**src/rtl/binary_mul_pkg.sv**
```systemverilog
// Shared types and constants for the multiplier accumulate stage.
// The saturation limits are computed from the accumulator width.
package binary_mul_pkg;

  localparam int P_W_DEF   = 23;
  localparam int ACC_W_DEF = 32;
  localparam int CNT_W     = 16;

  typedef enum logic [1:0] {
    ST_IDLE  = 2'd0,
    ST_ACCUM = 2'd1,
    ST_DONE  = 2'd2
  } state_e;

  function automatic longint sat_max(input int acc_w);
    return (longint'(1) <<< (acc_w - 1)) - 1;
  endfunction

  function automatic longint sat_min(input int acc_w);
    return -(longint'(1) <<< (acc_w - 1));
  endfunction

endpackage

```
**src/rtl/binary_mul_acc_12_if.sv**
```systemverilog
// Product-in / result-out handshake bundle for binary_mul_acc_12.
// The master drives products and accepts results; the slave is the accumulator.
interface binary_mul_acc_12_if
  import binary_mul_pkg::*;
#(
  parameter int P_W   = P_W_DEF,
  parameter int ACC_W = ACC_W_DEF
);
  logic signed [P_W-1:0]   p;
  logic                    p_valid;
  logic                    p_ready;
  logic signed [ACC_W-1:0] acc;
  logic                    acc_valid;
  logic                    acc_ready;
  logic                    ovf;
  logic [CNT_W-1:0]        cnt;

  modport master (
    output p, p_valid, acc_ready,
    input  p_ready, acc, acc_valid, ovf, cnt
  );

  modport slave (
    input  p, p_valid, acc_ready,
    output p_ready, acc, acc_valid, ovf, cnt
  );
endinterface

```
**src/rtl/sat_add_s.sv**
```systemverilog
// Signed accumulator adder: acc + sext(product), with optional clamp.
// o_ovf flags a result that does not fit in ACC_W bits, whether clamped or wrapped.
module sat_add_s
  import binary_mul_pkg::*;
#(
  parameter int P_W   = P_W_DEF,
  parameter int ACC_W = ACC_W_DEF
) (
  input  logic signed [ACC_W-1:0] i_a,
  input  logic signed [P_W-1:0]   i_b,
  input  logic                    i_sat,
  output logic signed [ACC_W-1:0] o_sum,
  output logic                    o_ovf
);

  localparam logic signed [ACC_W-1:0] SAT_MAX = ACC_W'(sat_max(ACC_W));
  localparam logic signed [ACC_W-1:0] SAT_MIN = ACC_W'(sat_min(ACC_W));

  logic signed [ACC_W:0] w_wide;

  always_comb begin
    w_wide = (ACC_W + 1)'(i_a) + (ACC_W + 1)'(i_b);
    // The extra top bit disagreeing with the sign bit means the true sum left the ACC_W range.
    o_ovf  = w_wide[ACC_W] ^ w_wide[ACC_W-1];
    if (o_ovf && i_sat) begin
      o_sum = w_wide[ACC_W] ? SAT_MIN : SAT_MAX;
    end else begin
      o_sum = w_wide[ACC_W-1:0];
    end
  end

endmodule

```
**src/rtl/binary_mul_acc_12.sv**
```systemverilog
// Accumulates LEN signed products into one dot-product result with a valid/ready
// handshake on both sides; the product source is stalled while a result waits.
module binary_mul_acc_12
  import binary_mul_pkg::*;
#(
  parameter int P_W   = P_W_DEF,
  parameter int ACC_W = ACC_W_DEF,
  parameter int LEN   = 16,
  parameter bit SAT   = 1'b1
) (
  input logic                i_clk,
  input logic                i_rst,
  input logic                i_en,
  input logic                i_clr,
  binary_mul_acc_12_if.slave bus
);

  state_e                  r_state;
  state_e                  w_next_state;
  logic signed [ACC_W-1:0] r_sum;
  logic signed [ACC_W-1:0] w_add_sum;
  logic                    r_ovf;
  logic                    w_add_ovf;
  logic [CNT_W-1:0]        r_cnt;
  logic                    w_p_ready;
  logic                    w_acc_valid;
  logic                    w_accept;
  logic                    w_deliver;
  logic                    w_last;

  sat_add_s #(
    .P_W   (P_W),
    .ACC_W (ACC_W)
  ) u_add (
    .i_a   (r_sum),
    .i_b   (bus.p),
    .i_sat (SAT),
    .o_sum (w_add_sum),
    .o_ovf (w_add_ovf)
  );

  assign w_accept  = i_en & bus.p_valid & w_p_ready;
  assign w_deliver = i_en & w_acc_valid & bus.acc_ready;
  // Counter still holds the pre-accept value, so LEN==1 lands here straight from IDLE.
  assign w_last    = (r_cnt == CNT_W'(LEN - 1));

  // NOTE: sequential state uses non-blocking assignments so every register samples pre-edge values.
  always_ff @(posedge i_clk or posedge i_rst) begin
    if (i_rst) begin
      r_state <= ST_IDLE;
    end else if (i_en) begin
      r_state <= w_next_state;
    end
  end

  // NOTE: the default assignment first keeps this combinational block from inferring a latch.
  always_comb begin
    w_next_state = r_state;
    if (i_clr) begin
      w_next_state = ST_IDLE;
    end else begin
      case (r_state)
        ST_IDLE:  if (w_accept) w_next_state = w_last ? ST_DONE : ST_ACCUM;
        ST_ACCUM: if (w_accept && w_last) w_next_state = ST_DONE;
        ST_DONE:  if (w_deliver) w_next_state = ST_IDLE;
        default:  w_next_state = ST_IDLE;
      endcase
    end
  end

  always_comb begin
    w_p_ready   = i_en & ~i_clr & ~i_rst & (r_state != ST_DONE);
    w_acc_valid = (r_state == ST_DONE);
  end

  // Accept and deliver are exclusive because p_ready is low in DONE.
  always_ff @(posedge i_clk or posedge i_rst) begin
    if (i_rst) begin
      r_sum <= '0;
      r_ovf <= 1'b0;
      r_cnt <= '0;
    end else if (i_en) begin
      if (i_clr || w_deliver) begin
        r_sum <= '0;
        r_ovf <= 1'b0;
        r_cnt <= '0;
      end else if (w_accept) begin
        r_sum <= w_add_sum;
        r_ovf <= r_ovf | w_add_ovf;
        r_cnt <= r_cnt + CNT_W'(1);
      end
    end
  end

  assign bus.p_ready   = w_p_ready;
  assign bus.acc_valid = w_acc_valid;
  assign bus.acc       = r_sum;
  assign bus.ovf       = r_ovf;
  assign bus.cnt       = r_cnt;

endmodule

```
**src/flat_wrapper.sv**
```systemverilog
// flat-port wrapper written by rule: the top's interface ports become plain ports
module binary_mul_acc_12_flat import binary_mul_pkg::*;
#(
  parameter int P_W   = P_W_DEF,
  parameter int ACC_W = ACC_W_DEF,
  parameter int LEN   = 16,
  parameter bit SAT   = 1'b1
)
  (i_clk, i_rst, i_en, i_clr, bus_p, bus_p_valid, bus_acc_ready, bus_p_ready, bus_acc, bus_acc_valid, bus_ovf, bus_cnt);
  binary_mul_acc_12_if #(.P_W(P_W), .ACC_W(ACC_W)) bus_i ();
  input logic i_clk;
  input logic i_rst;
  input logic i_en;
  input logic i_clr;
  input wire logic [$bits(bus_i.p)-1:0] bus_p;
  input wire logic [$bits(bus_i.p_valid)-1:0] bus_p_valid;
  input wire logic [$bits(bus_i.acc_ready)-1:0] bus_acc_ready;
  output wire logic [$bits(bus_i.p_ready)-1:0] bus_p_ready;
  output wire logic [$bits(bus_i.acc)-1:0] bus_acc;
  output wire logic [$bits(bus_i.acc_valid)-1:0] bus_acc_valid;
  output wire logic [$bits(bus_i.ovf)-1:0] bus_ovf;
  output wire logic [$bits(bus_i.cnt)-1:0] bus_cnt;
  assign bus_i.p = bus_p;
  assign bus_i.p_valid = bus_p_valid;
  assign bus_i.acc_ready = bus_acc_ready;
  assign bus_p_ready = bus_i.p_ready;
  assign bus_acc = bus_i.acc;
  assign bus_acc_valid = bus_i.acc_valid;
  assign bus_ovf = bus_i.ovf;
  assign bus_cnt = bus_i.cnt;
  binary_mul_acc_12 #(.P_W(P_W), .ACC_W(ACC_W), .LEN(LEN), .SAT(SAT)) u_core (.i_clk(i_clk), .i_rst(i_rst), .i_en(i_en), .i_clr(i_clr), .bus(bus_i));
endmodule
```
**config.mk**
```make
export PLATFORM = sky130hd
export DESIGN_NAME = binary_mul_acc_12_flat
export DESIGN_NICKNAME = d
export VERILOG_FILES = /design/src/rtl/binary_mul_pkg.sv /design/src/rtl/binary_mul_acc_12_if.sv /design/src/rtl/sat_add_s.sv /design/src/rtl/binary_mul_acc_12.sv /design/src/flat_wrapper.sv
export SDC_FILE = /design/constraint.sdc
export NUM_CORES = 1
export LEC_CHECK = 0
export BUFFER_PORTS_ARGS = -buffer_cell sky130_fd_sc_hd__buf_2
export CAP_MARGIN = 40
export CELL_PAD_IN_SITES_DETAIL_PLACEMENT = 1
export CELL_PAD_IN_SITES_GLOBAL_PLACEMENT = 2
export CORE_UTILIZATION = 33
export CTS_BUF_LIST = sky130_fd_sc_hd__clkbuf_8 sky130_fd_sc_hd__clkbuf_16
export DETAILED_ROUTE_END_ITERATION = 12
export PLACE_DENSITY = 0.91
export SLEW_MARGIN = 20
export SYNTH_ARGS = -nofsm -noshare
export SYNTH_HDL_FRONTEND = slang
export SYNTH_SLANG_ARGS = --single-unit
```
**constraint.sdc**
```tcl
create_clock -name i_clk -period 4.15 [get_ports i_clk]
set_input_delay 0 -clock i_clk [delete_from_list [all_inputs] [get_ports i_clk]]
set_output_delay 0 -clock i_clk [all_outputs]
set_load 0.03 [all_outputs]
```
==> metrics.csv, run 1 <==
stage;metric;value;unit
status;status;finished clean;
synth;avgSynthCellArea;8.25;µm²
synth;yosysTopAreaCell;dfrtp_1;
cts;clkTransAtPathRegs;70;ps
synth;synth_top_cell_area_share;29.7;%
synth;syn_inst;520;
pwr;peakVddDrop;0.236;mV
global_routing;grt.overflow.total;0;
sta;setup_viol;0;
detailed_routing;wire_per_inst;17.4;µm
sta;min_period;3660;ps
synth;ys_top_cells_by_area;dfrtp_1 30%, ha_1 9.6%, nand2_1 5.3%, a31oi_1 4.8%, a21oi_1 4.8%;
placement;port_buffers;79;
detailed_routing;first_pass_iters;4;
hold_path;hp-class;in2reg;
sta;clock_skew;5.28;ps
hold_path;hold_end;u_core.r_state[0]$_DFFE_PP0P_;
final_layout;fillerInstances;1581;
detailed_routing;viasPerCell;5.62;
final_layout;syn2layout_area_growth;16.3;%
setup_path;crit_path_end_kind;flop;
final_layout;layout_commonest_cell;buf_2;
detailed_routing;dr.first_iter.drc_count;172;
hold_path;hp-start;i_en;
final_layout;diodes;0;
pwr;p_leak;2.43;nW
setup_path;arrival;3880;ps
pwr;p_per_area;352;nW/µm²
detailed_routing;vias;4272;
cts;cts_buffers;5;
detailed_routing;wl_met3;406;µm
detailed_routing;highest_layer;met4;
floorplanning;die_w;116;µm
pwr;combPwrFrac;40.6;%
global_routing;grt_max_degree;52;
setup_path;r2r_end;u_core.bus.acc[28]$_DFFE_PP0P_;
synth;synth_ff_type;dfrtp_1;
setup_path;worstReg2RegStart;u_core.bus.acc[20]$_DFFE_PP0P_;
detailed_routing;met2_wirelength;6610;µm
cts;tritoncts;yes;
placement;gp_congestion;0.854;
sta;finalCritPeriodShare;88.2;%
sta;slew_viol_final;0;
setup_path;crit_fanout;28;
pwr;p_sw;0.684;mW
placement;hpwl;9930;µm
global_routing;antenna_found_initial;0;
final_layout;fin_cells;760;
synth;yosysSeqAreaShare;29.7;%
sta;setup_ws;488;ps
floorplanning;ios;80;
sta;tightestPinTransition;875;ps
global_routing;grt_pass1_vias;4367;
setup_path;required;4360;ps
final_layout;mostFrequentLayoutCells;79 x buf_2, 61 x nand2_1, 51 x dfrtp_1;
sta;max_slew_margin;41.7;%
detailed_routing;wl;13200;µm
cts;htree_levels;2;
detailed_routing;drc;0;
cts;insertion_delay;300;ps
sta;final_hold_viol_count;0;
global_routing;track_usage;20.8;%
pwr;seqPwrFrac;32.1;%
synth;yosysWarnings;0;
cts;post-cts-setup-buffers;0;
final_layout;layout-drive-gt1-share;18.9;%
floorplanning;core.rowCount;41;
hold_path;min_path_cells;3;
pwr;switching_share;39.0;%
cts;cts_resized;0;
synth;synth.distinct_cells;64;
synth;ys_ff_latch;51;
sta;rsz0062_at_grt;no;
synth;synth-edff-count;0;
setup_path;criticalPathCategory;reg2reg;
sta;fmax;273;MHz
synth;syn_area;4290;µm²
cts;clockBufferDepth;2;
sta;tns;0;ps
setup_path;start_kind;flop;
cts;cts_root_buf;clkbuf_16;
global_routing;grt_pass1_wl;22100;µm
synth;synthArstFlopShare;100;%
pwr;p_clk_share;27.3;%
placement;dp.cells;752;
placement;pre_cts_ws;512;ps
floorplanning;dieArea;13500;µm²
final_layout;finish.net_count;651;
run;maxCapViolations;0;
setup_path;r2r_slack;490;ps
setup_path;worst-r2r-cell-count;10;
cts;cts_hold_buf;1;
floorplanning;core;12700;µm²
floorplanning;die_h;116;µm
floorplanning;initial_core_util;33.9;%
cts;clock-sinks;51;
detailed_routing;ant_nets;0;
detailed_routing;wl_met1;6060;µm
pwr;cell_internal_pwr;1.07;mW
synth;synth_nets;583;
## registers in the layout (all words and copies together) (netlist names)
signal,flops
u_core.r_state,2
u_core.bus.ovf,1
u_core.bus.cnt,16
u_core.bus.acc,32
## through the flow
step                      total power [mW]  util, %  area [µm²]  hold slack [ps]
after floorplan                       1.10        -        4290              127
after global placement                1.27     38.0        4820              246
after detailed placement              1.28     38.0        4820              256
after CTS                             1.77     39.4        4990             20.9
after global routing                  1.86     39.4        4990             48.7
final                                 1.76     39.4        4990             30.6
## routing by layer
| layer | GRT usage [%] | vias up |
|---|---|---|
| met1 | 25.9 | 2118 |
| met2 | 36.9 | 80 |
| li1 | - | 2064 |
| met3 | 3.29 | 10 |
| met4 | 5.90 | 0 |
| met5 | 0 | - |
## how the worst max path moves through the flow
stage	start	endpoint	slack [ps]	depth (start not counted)
finish	u_core.bus.acc[20]$_DFFE_PP0P_	u_core.bus.acc[28]$_DFFE_PP0P_	490	10
global route	u_core.bus.acc[20]$_DFFE_PP0P_	u_core.bus.ovf$_DFFE_PP0P_	180	10
CTS	u_core.bus.acc[20]$_DFFE_PP0P_	u_core.bus.ovf$_DFFE_PP0P_	510	10
detailed placement	u_core.bus.acc[20]$_DFFE_PP0P_	u_core.bus.ovf$_DFFE_PP0P_	510	10
global placement	u_core.bus.acc[20]$_DFFE_PP0P_	u_core.bus.acc[8]$_DFFE_PP0P_	680	10
floorplan	u_core.bus.acc[0]$_DFFE_PP0P_	u_core.bus.acc[10]$_DFFE_PP0P_	1040	12
## worst max-delay path, stage by stage (launching register included)
cell and delay, ps:
dfrtp_1 390, ha_1 380, a211oi_1 410, o21ai_1 140, a41o_1 310, nand3_1 100, and3b_1 280, o21ai_0 180
a31oi_4 730, nand3_1 380, a22oi_1 270
## power by group through the flow
| stage | clock network, mW | registers (mW) | logic (mW) |
|---|---|---|---|
| 2_1_floorplan | 0 | 0.637 | 0.463 |
| 3_3_place_gp | 0 | 0.571 | 0.694 |
| 3_5_place_dp | 0 | 0.574 | 0.704 |
| 4_1_cts | 0.498 | 0.564 | 0.712 |
| 5_1_grt | 0.513 | 0.569 | 0.782 |
| 6_report | 0.480 | 0.564 | 0.712 |
## cells in the mapped netlist, types with 2 or more instances
library cell,count
nor2b_1,8
and2_1,4
o41ai_1,2
nand2_1,61
a211oi_1,5
and3_1,5
xor2_1,18
nand4_1,10
a31oi_1,33
o21bai_1,3
a21boi_0,2
a21o_1,14
o211ai_1,4
dfrtp_1,51
nand3_1,14
clkbuf_1,12
buf_2,5
o31ai_1,3
nor3_1,11
ha_1,33
o21a_1,6
o21ai_1,23
nor2_1,31
inv_1,8
buf_4,8
and4_1,2
and3b_1,2
a211oi_2,2
o21ai_0,32
o211ai_2,2
xnor2_1,17
nor4_1,4
a22oi_1,3
or3_1,5
nand2b_1,8
a21oi_1,41
## kinds of logic after synthesis
kind of cell	after synthesis	synth area share, %
muxes	2	0.583
buffers and inverters	35	4.11
xor gates and xnor gates	35	7.14
AOI/OAI and AO/OA	190	28.1
and+or+nand+nor	173	20.2
adders and majority gates	34	10.1
DFF	51	29.7
## cell type report
class                   instances  area [µm²]  share of cell area (%)
flip-flops and latches         51        1280                    25.6
inverters                       8        30.0                   0.602
multi-input cells             434        2840                    56.9
repair buffers                 88         465                    9.33
well taps                     172         215                    4.31
clock inverters                 2        37.5                   0.752
clock buffers                   5         125                    2.51
No activity file was read; power rests on OpenSTA's default activity.
==> run 2, diff against run 1 <==
--- a/config.mk
+++ b/config.mk
@@ -7,12 +7,11 @@
 export LEC_CHECK = 0
 export BUFFER_PORTS_ARGS = -buffer_cell sky130_fd_sc_hd__buf_2
 export CAP_MARGIN = 40
-export CELL_PAD_IN_SITES_DETAIL_PLACEMENT = 1
-export CELL_PAD_IN_SITES_GLOBAL_PLACEMENT = 2
-export CORE_UTILIZATION = 33
-export CTS_BUF_LIST = sky130_fd_sc_hd__clkbuf_8 sky130_fd_sc_hd__clkbuf_16
+export CELL_PAD_IN_SITES_DETAIL_PLACEMENT = 0
+export CELL_PAD_IN_SITES_GLOBAL_PLACEMENT = 1
+export CORE_UTILIZATION = 42
 export DETAILED_ROUTE_END_ITERATION = 12
-export PLACE_DENSITY = 0.91
+export PLACE_DENSITY = 0.92
 export SLEW_MARGIN = 20
 export SYNTH_ARGS = -nofsm -noshare
 export SYNTH_HDL_FRONTEND = slang
==> metrics.csv, run 2 (synthesis gave the netlist of run 1 again) <==
stage;metric;value;unit;change
detailed_routing;drc;0;;unchanged
setup_path;crit_fanout;28;;unchanged
final_layout;layout-drive-gt1-share;18.9;%;unchanged
cts;cts_resized;0;;unchanged
sta;tns;0;ps;unchanged
sta;rsz0062_at_grt;no;;
final_layout;regArea;1280;µm²;unchanged
detailed_routing;vias;4234;;-0.89%
final_layout;multiInputGateArea;2840;µm²;unchanged
final_layout;mostFrequentLayoutCells;79 x buf_2, 61 x nand2_1, 51 x dfrtp_1;;
sta;whs;9.93;ps;-20.7 ps
global_routing;grt.overflow.total;0;;unchanged
sta;clock_skew;10.7;ps;+5.41 ps
cts;clock-sinks;51;;unchanged
cts;htree_levels;2;;unchanged
setup_path;required;4370;ps;about the same
global_routing;grt_max_degree;35;;-33%
sta;slew_viol_final;0;;unchanged
setup_path;criticalPathCategory;reg2reg;;
cts;cts_buffers;5;;unchanged
status;status;finished clean;;
cts;clockBufferDepth;2;;unchanged
floorplanning;core;9820;µm²;-23%
detailed_routing;dr.first_iter.drc_count;240;;+40%
pwr;p_leak;2.41;nW;-0.79%
floorplanning;die_h;103;µm;-11%
sta;finalCritPeriodShare;90.8;%;+2.6 points
hold_path;hp-class;in2reg;;
detailed_routing;wl;11500;µm;-13%
setup_path;crit_path_end_kind;flop;;
final_layout;diodes;0;;unchanged
cts;clkTransAtPathRegs;110;ps;+40 ps
cts;tritoncts;yes;;
floorplanning;ios;80;;unchanged
floorplanning;die_w;103;µm;-11%
sta;tightestPinTransition;829;ps;-46.4 ps
floorplanning;dieArea;10600;µm²;-21%
global_routing;antenna_found_initial;0;;unchanged
global_routing;grt_pass1_wl;19100;µm;-13%
detailed_routing;wire_per_inst;16.0;µm;-8.2%
detailed_routing;ant_nets;0;;unchanged
pwr;p_per_area;333;nW/µm²;-5.2%
setup_path;arrival;3990;ps;+110 ps
final_layout;fin_cells;721;;-5.1%
sta;min_period;3770;ps;+106 ps
cts;insertion_delay;320;ps;+20 ps
placement;port_buffers;79;;unchanged
sta;fmax;265;MHz;-2.8%
final_layout;postLayoutCoreUtil;49.9;%;+11 points
sta;setup_viol;0;;unchanged
final_layout;fillerInstances;999;;-37%
global_routing;track_usage;22.7;%;+1.9 points
final_layout;syn2layout_area_growth;14.3;%;
detailed_routing;viasPerCell;5.87;;+4.5%
final_layout;largest_reg_flops;32;;unchanged
pwr;peakVddDrop;0.160;mV;-32%
placement;dp.cells;711;;-5.5%
sta;final_hold_viol_count;0;;unchanged
cts;cts_root_buf;clkbuf_8;;
sta;max_slew_margin;44.8;%;+3.1 points
run;maxCapViolations;0;;unchanged
floorplanning;core.rowCount;36;;-12%
floorplanning;initial_core_util;43.7;%;+9.8 points
final_layout;finish.net_count;650;;-0.15%
placement;gp_congestion;0.884;;+3.4%
global_routing;grt_pass1_vias;4027;;-7.8%
setup_path;start_kind;flop;;
final_layout;layout_commonest_cell;buf_2;;
detailed_routing;first_pass_iters;5;;+1
placement;hpwl;8700;µm;-12%
## run 2: critical path, stage by stage, from the launching register on
cell,delay (ps)
dfrtp_1,430
ha_1,370
a21o_1,200
a211oi_1,380
o21ai_0,170
a21oi_1,200
and3b_1,310
o21ai_0,180
a31oi_4,690
nand3_1,430
a22oi_1,290
## run 2: report_power, final
| group | switching, mW | internal, mW |
|---|---|---|
| clock | 0.191 | 0.182 |
| sequential | 0.0322 | 0.531 |
| combinational | 0.440 | 0.258 |
## run 2: repair_timing
item                                   4_1_cts  5_1_grt
endpoints found under the hold margin       17        0
buffers inserted                             0        0
hold buffers                                 1        0
## run 2: final timing paths
path	startpoint	to	slack, ps	cells past startpoint
hold reg to reg	u_core.bus.ovf$_DFFE_PP0P_	u_core.bus.ovf$_DFFE_PP0P_	510	2
setup reg to reg	u_core.bus.acc[24]$_DFFE_PP0P_	u_core.bus.acc[28]$_DFFE_PP0P_	380	10
max in group asynchronous	i_rst	u_core.bus.acc[4]$_DFFE_PP0P_	3390	4
setup / recovery	u_core.bus.acc[24]$_DFFE_PP0P_	u_core.bus.acc[28]$_DFFE_PP0P_	380	10
min in group asynchronous	i_rst	u_core.r_state[1]$_DFFE_PP0P_	240	3
hold / removal	i_en	u_core.r_state[0]$_DFFE_PP0P_	10	3
## run 2: metrics by stage
stage                     setup slack [ps]  total power [mW]  instance area [µm²]
after floorplan                       1040              1.10                 4290
after global placement                 654              1.25                 4750
after detailed placement               523              1.26                 4770
after CTS                              466              1.64                 4890
after global routing                   148              1.74                 4900
final                                  382              1.64                 4900
## run 2: per-layer routing
metal	GRT usage [%]	wire, µm
met5	0	0
met4	5.85	144
met3	3.25	570
met2	38.4	5340
met1	30.3	5450
## run 2: area by class of cell
cell class | count | share of cell area, %
Tap cell | 133 | 3.39
Inverter | 8 | 0.612
Timing Repair Buffer | 87 | 9.67
Sequential cell | 51 | 26.0
Clock inverter | 3 | 0.944
Multi-Input combinational cell | 434 | 57.9
Clock buffer | 5 | 1.40
==> run 3, diff against run 2 <==
--- a/config.mk
+++ b/config.mk
@@ -7,11 +7,9 @@
 export LEC_CHECK = 0
 export BUFFER_PORTS_ARGS = -buffer_cell sky130_fd_sc_hd__buf_2
 export CAP_MARGIN = 40
-export CELL_PAD_IN_SITES_DETAIL_PLACEMENT = 0
-export CELL_PAD_IN_SITES_GLOBAL_PLACEMENT = 1
-export CORE_UTILIZATION = 42
+export CORE_UTILIZATION = 50
 export DETAILED_ROUTE_END_ITERATION = 12
-export PLACE_DENSITY = 0.92
+export PLACE_DENSITY = 0.84
 export SLEW_MARGIN = 20
 export SYNTH_ARGS = -nofsm -noshare
 export SYNTH_HDL_FRONTEND = slang
==> metrics.csv, run 3 (synthesis gave the netlist of run 1 again) <==
stage;metric;value;unit;change
status;status;finished clean;;
floorplanning;die_h;94.6;µm;-8.2%
setup_path;cpMostUsedCell;nand3_1;;
sta;clock_skew;12.5;ps;+1.78 ps
sta;min_period;3550;ps;-214 ps
detailed_routing;first_pass_iters;5;;unchanged
final_layout;syn2layout_area_growth;13.2;%;
pwr;seqPwrFrac;35.5;%;+1.0 points
detailed_routing;drc;0;;unchanged
sta;slew_viol_final;0;;unchanged
global_routing;antenna_found_initial;0;;unchanged
detailed_routing;ant_nets;0;;unchanged
cts;clockBufferDepth;2;;unchanged
floorplanning;core.rowCount;33;;-8.3%
detailed_routing;wl;11200;µm;-2.5%
global_routing;grt.overflow.total;0;;unchanged
global_routing;track_usage;26.1;%;+3.4 points
sta;tns;0;ps;unchanged
detailed_routing;vias;4252;;+0.43%
hold_path;hp-class;in2reg;;
sta;rsz0062_at_grt;no;;
cts;htree_levels;2;;unchanged
global_routing;grt_pass1_vias;4110;;+2.1%
setup_path;crit_path_end_kind;flop;;
cts;cts_buffers;5;;unchanged
cts;post-cts-setup-buffers;0;;unchanged
pwr;p_clk_share;20.2;%;-2.6 points
final_layout;mostFrequentLayoutCells;79 x buf_2, 61 x nand2_1, 51 x dfrtp_1;;
setup_path;criticalPathCategory;reg2reg;;
placement;port_buffers;79;;unchanged
cts;clock-sinks;51;;unchanged
pwr;cell_internal_pwr;0.915;mW;-5.9%
pwr;power;1.58;mW;-3.3%
pwr;p_leak;2.41;nW;about the same
detailed_routing;wire_per_inst;16.2;µm;+1.3%
setup_path;crit_chain;ha_1 -> a211oi_1 -> o21ai_1 -> a41o_1 -> nand3_1 -> and3b_1 -> o21ai_0 -> a31oi_4 -> nand3_1 -> a22oi_1;;
cts;tritoncts;yes;;
cts;cts_root_buf;clkbuf_8;;
floorplanning;ios;80;;unchanged
pwr;p_sw;0.666;mW;+0.53%
setup_path;crit_fanout;28;;unchanged
setup_path;arrival;3800;ps;-190 ps
cts;clkTransAtPathRegs;110;ps;about the same
detailed_routing;dr.first_iter.drc_count;189;;-21%
floorplanning;initial_core_util;52.0;%;+8.3 points
final_layout;fillerInstances;756;;-24%
final_layout;layout-drive-gt1-share;18.8;%;-0.032 points
sta;setup_viol;0;;unchanged
setup_path;start_kind;flop;;
final_layout;layout_commonest_cell;buf_2;;
detailed_routing;viasPerCell;6.13;;+4.3%
pwr;switching_share;42.1;%;+1.6 points
pwr;peakVddDrop;0.201;mV;+26%
global_routing;grt_pass1_wl;18900;µm;-1.2%
sta;max_slew_margin;45.0;%;+0.23 points
cts;cts_hold_buf;2;;+1
setup_path;required;4390;ps;+20 ps
final_layout;largest_reg_flops;32;;unchanged
setup_path;slowest_delay;670;ps;-20 ps
final_layout;diodes;0;;unchanged
cts;insertion_delay;330;ps;about the same
pwr;p_per_area;326;nW/µm²;-2.4%
sta;fmax;281;MHz;+6.0%
pwr;combPwrFrac;44.3;%;+1.6 points
setup_path;slowest_stage;a31oi_4;;
sta;finalCritPeriodShare;85.7;%;-5.1 points
placement;hpwl;8200;µm;-5.8%
sta;tightestPinTransition;825;ps;-3.38 ps
placement;gp_congestion;0.952;;+7.8%
global_routing;grt_max_degree;35;;unchanged
run;maxCapViolations;0;;unchanged
floorplanning;die_w;94.6;µm;-8.2%
floorplanning;dieArea;8960;µm²;-16%
cts;cts_resized;0;;unchanged
sta;final_hold_viol_count;0;;unchanged
floorplanning;core;8260;µm²;-16%
final_layout;finish.net_count;651;;+0.15%
[run 3: metal layers]
metal	wire length, µm	global-route usage [%]	share of wire (%)
met4	174	7.83	1.6
met1	5150	33.5	46
met3	596	4.27	5.3
met5	0	0	0
met2	5300	44.9	47
[run 3: path summary, 6_finish.rpt]
path	depth (start not counted)	startpoint	to	slack (ps)
setup / recovery	10	u_core.bus.acc[16]$_DFFE_PP0P_	u_core.bus.acc[28]$_DFFE_PP0P_	600
hold / removal	4	bus_p[0]	u_core.bus.acc[0]$_DFFE_PP0P_	30
hold reg to reg	2	u_core.bus.ovf$_DFFE_PP0P_	u_core.bus.ovf$_DFFE_PP0P_	510
max in group asynchronous	4	i_rst	u_core.bus.cnt[3]$_DFFE_PP0P_	3320
min in group asynchronous	3	i_rst	u_core.bus.cnt[12]$_DFFE_PP0P_	280
setup reg to reg	10	u_core.bus.acc[16]$_DFFE_PP0P_	u_core.bus.acc[28]$_DFFE_PP0P_	600
[run 3: final cells by class]
cell class / instances / area (µm²) / share of cell area, %
Multi-Input combinational cell: 434 / 2840 / 58.5
Sequential cell: 51 / 1280 / 26.3
Timing Repair Buffer: 88 / 480 / 9.89
Tap cell: 105 / 131 / 2.70
Clock buffer: 5 / 68.8 / 1.42
Inverter: 8 / 30.0 / 0.618
Clock inverter: 3 / 28.8 / 0.592
[run 3: critical path: cells and delay by family (launching register included)]
family / cells / cell delay (ps)
AND/OR/NAND/NOR: 3 / 740
AO/OA/AOI/OAI: 6 / 1880
adder cells (fa/ha/maj): 1 / 410
flip-flops: 1 / 410
[run 3: stage by stage]
stage | instance area, µm² | utilization, % | cells | hold WS, ps | worst slack [ps]
after global placement | 4720 | 57.2 | 683 | 316 | 802
final | 4860 | 58.8 | 694 | 25.3 | 595
after global routing | 4860 | 58.8 | 694 | 84.0 | 301
after CTS | 4860 | 58.8 | 694 | 33.0 | 633
after floorplan | 4290 | - | 520 | 127 | 1040
after detailed placement | 4740 | 57.4 | 684 | 115 | 656
[run 3: power by group through the flow]
stage	logic (mW)	registers, mW	clock network [mW]
finish	0.700	0.562	0.319
global placement	0.668	0.569	0
CTS	0.690	0.563	0.329
floorplan	0.463	0.637	0
global route	0.771	0.568	0.349
detailed placement	0.684	0.572	0
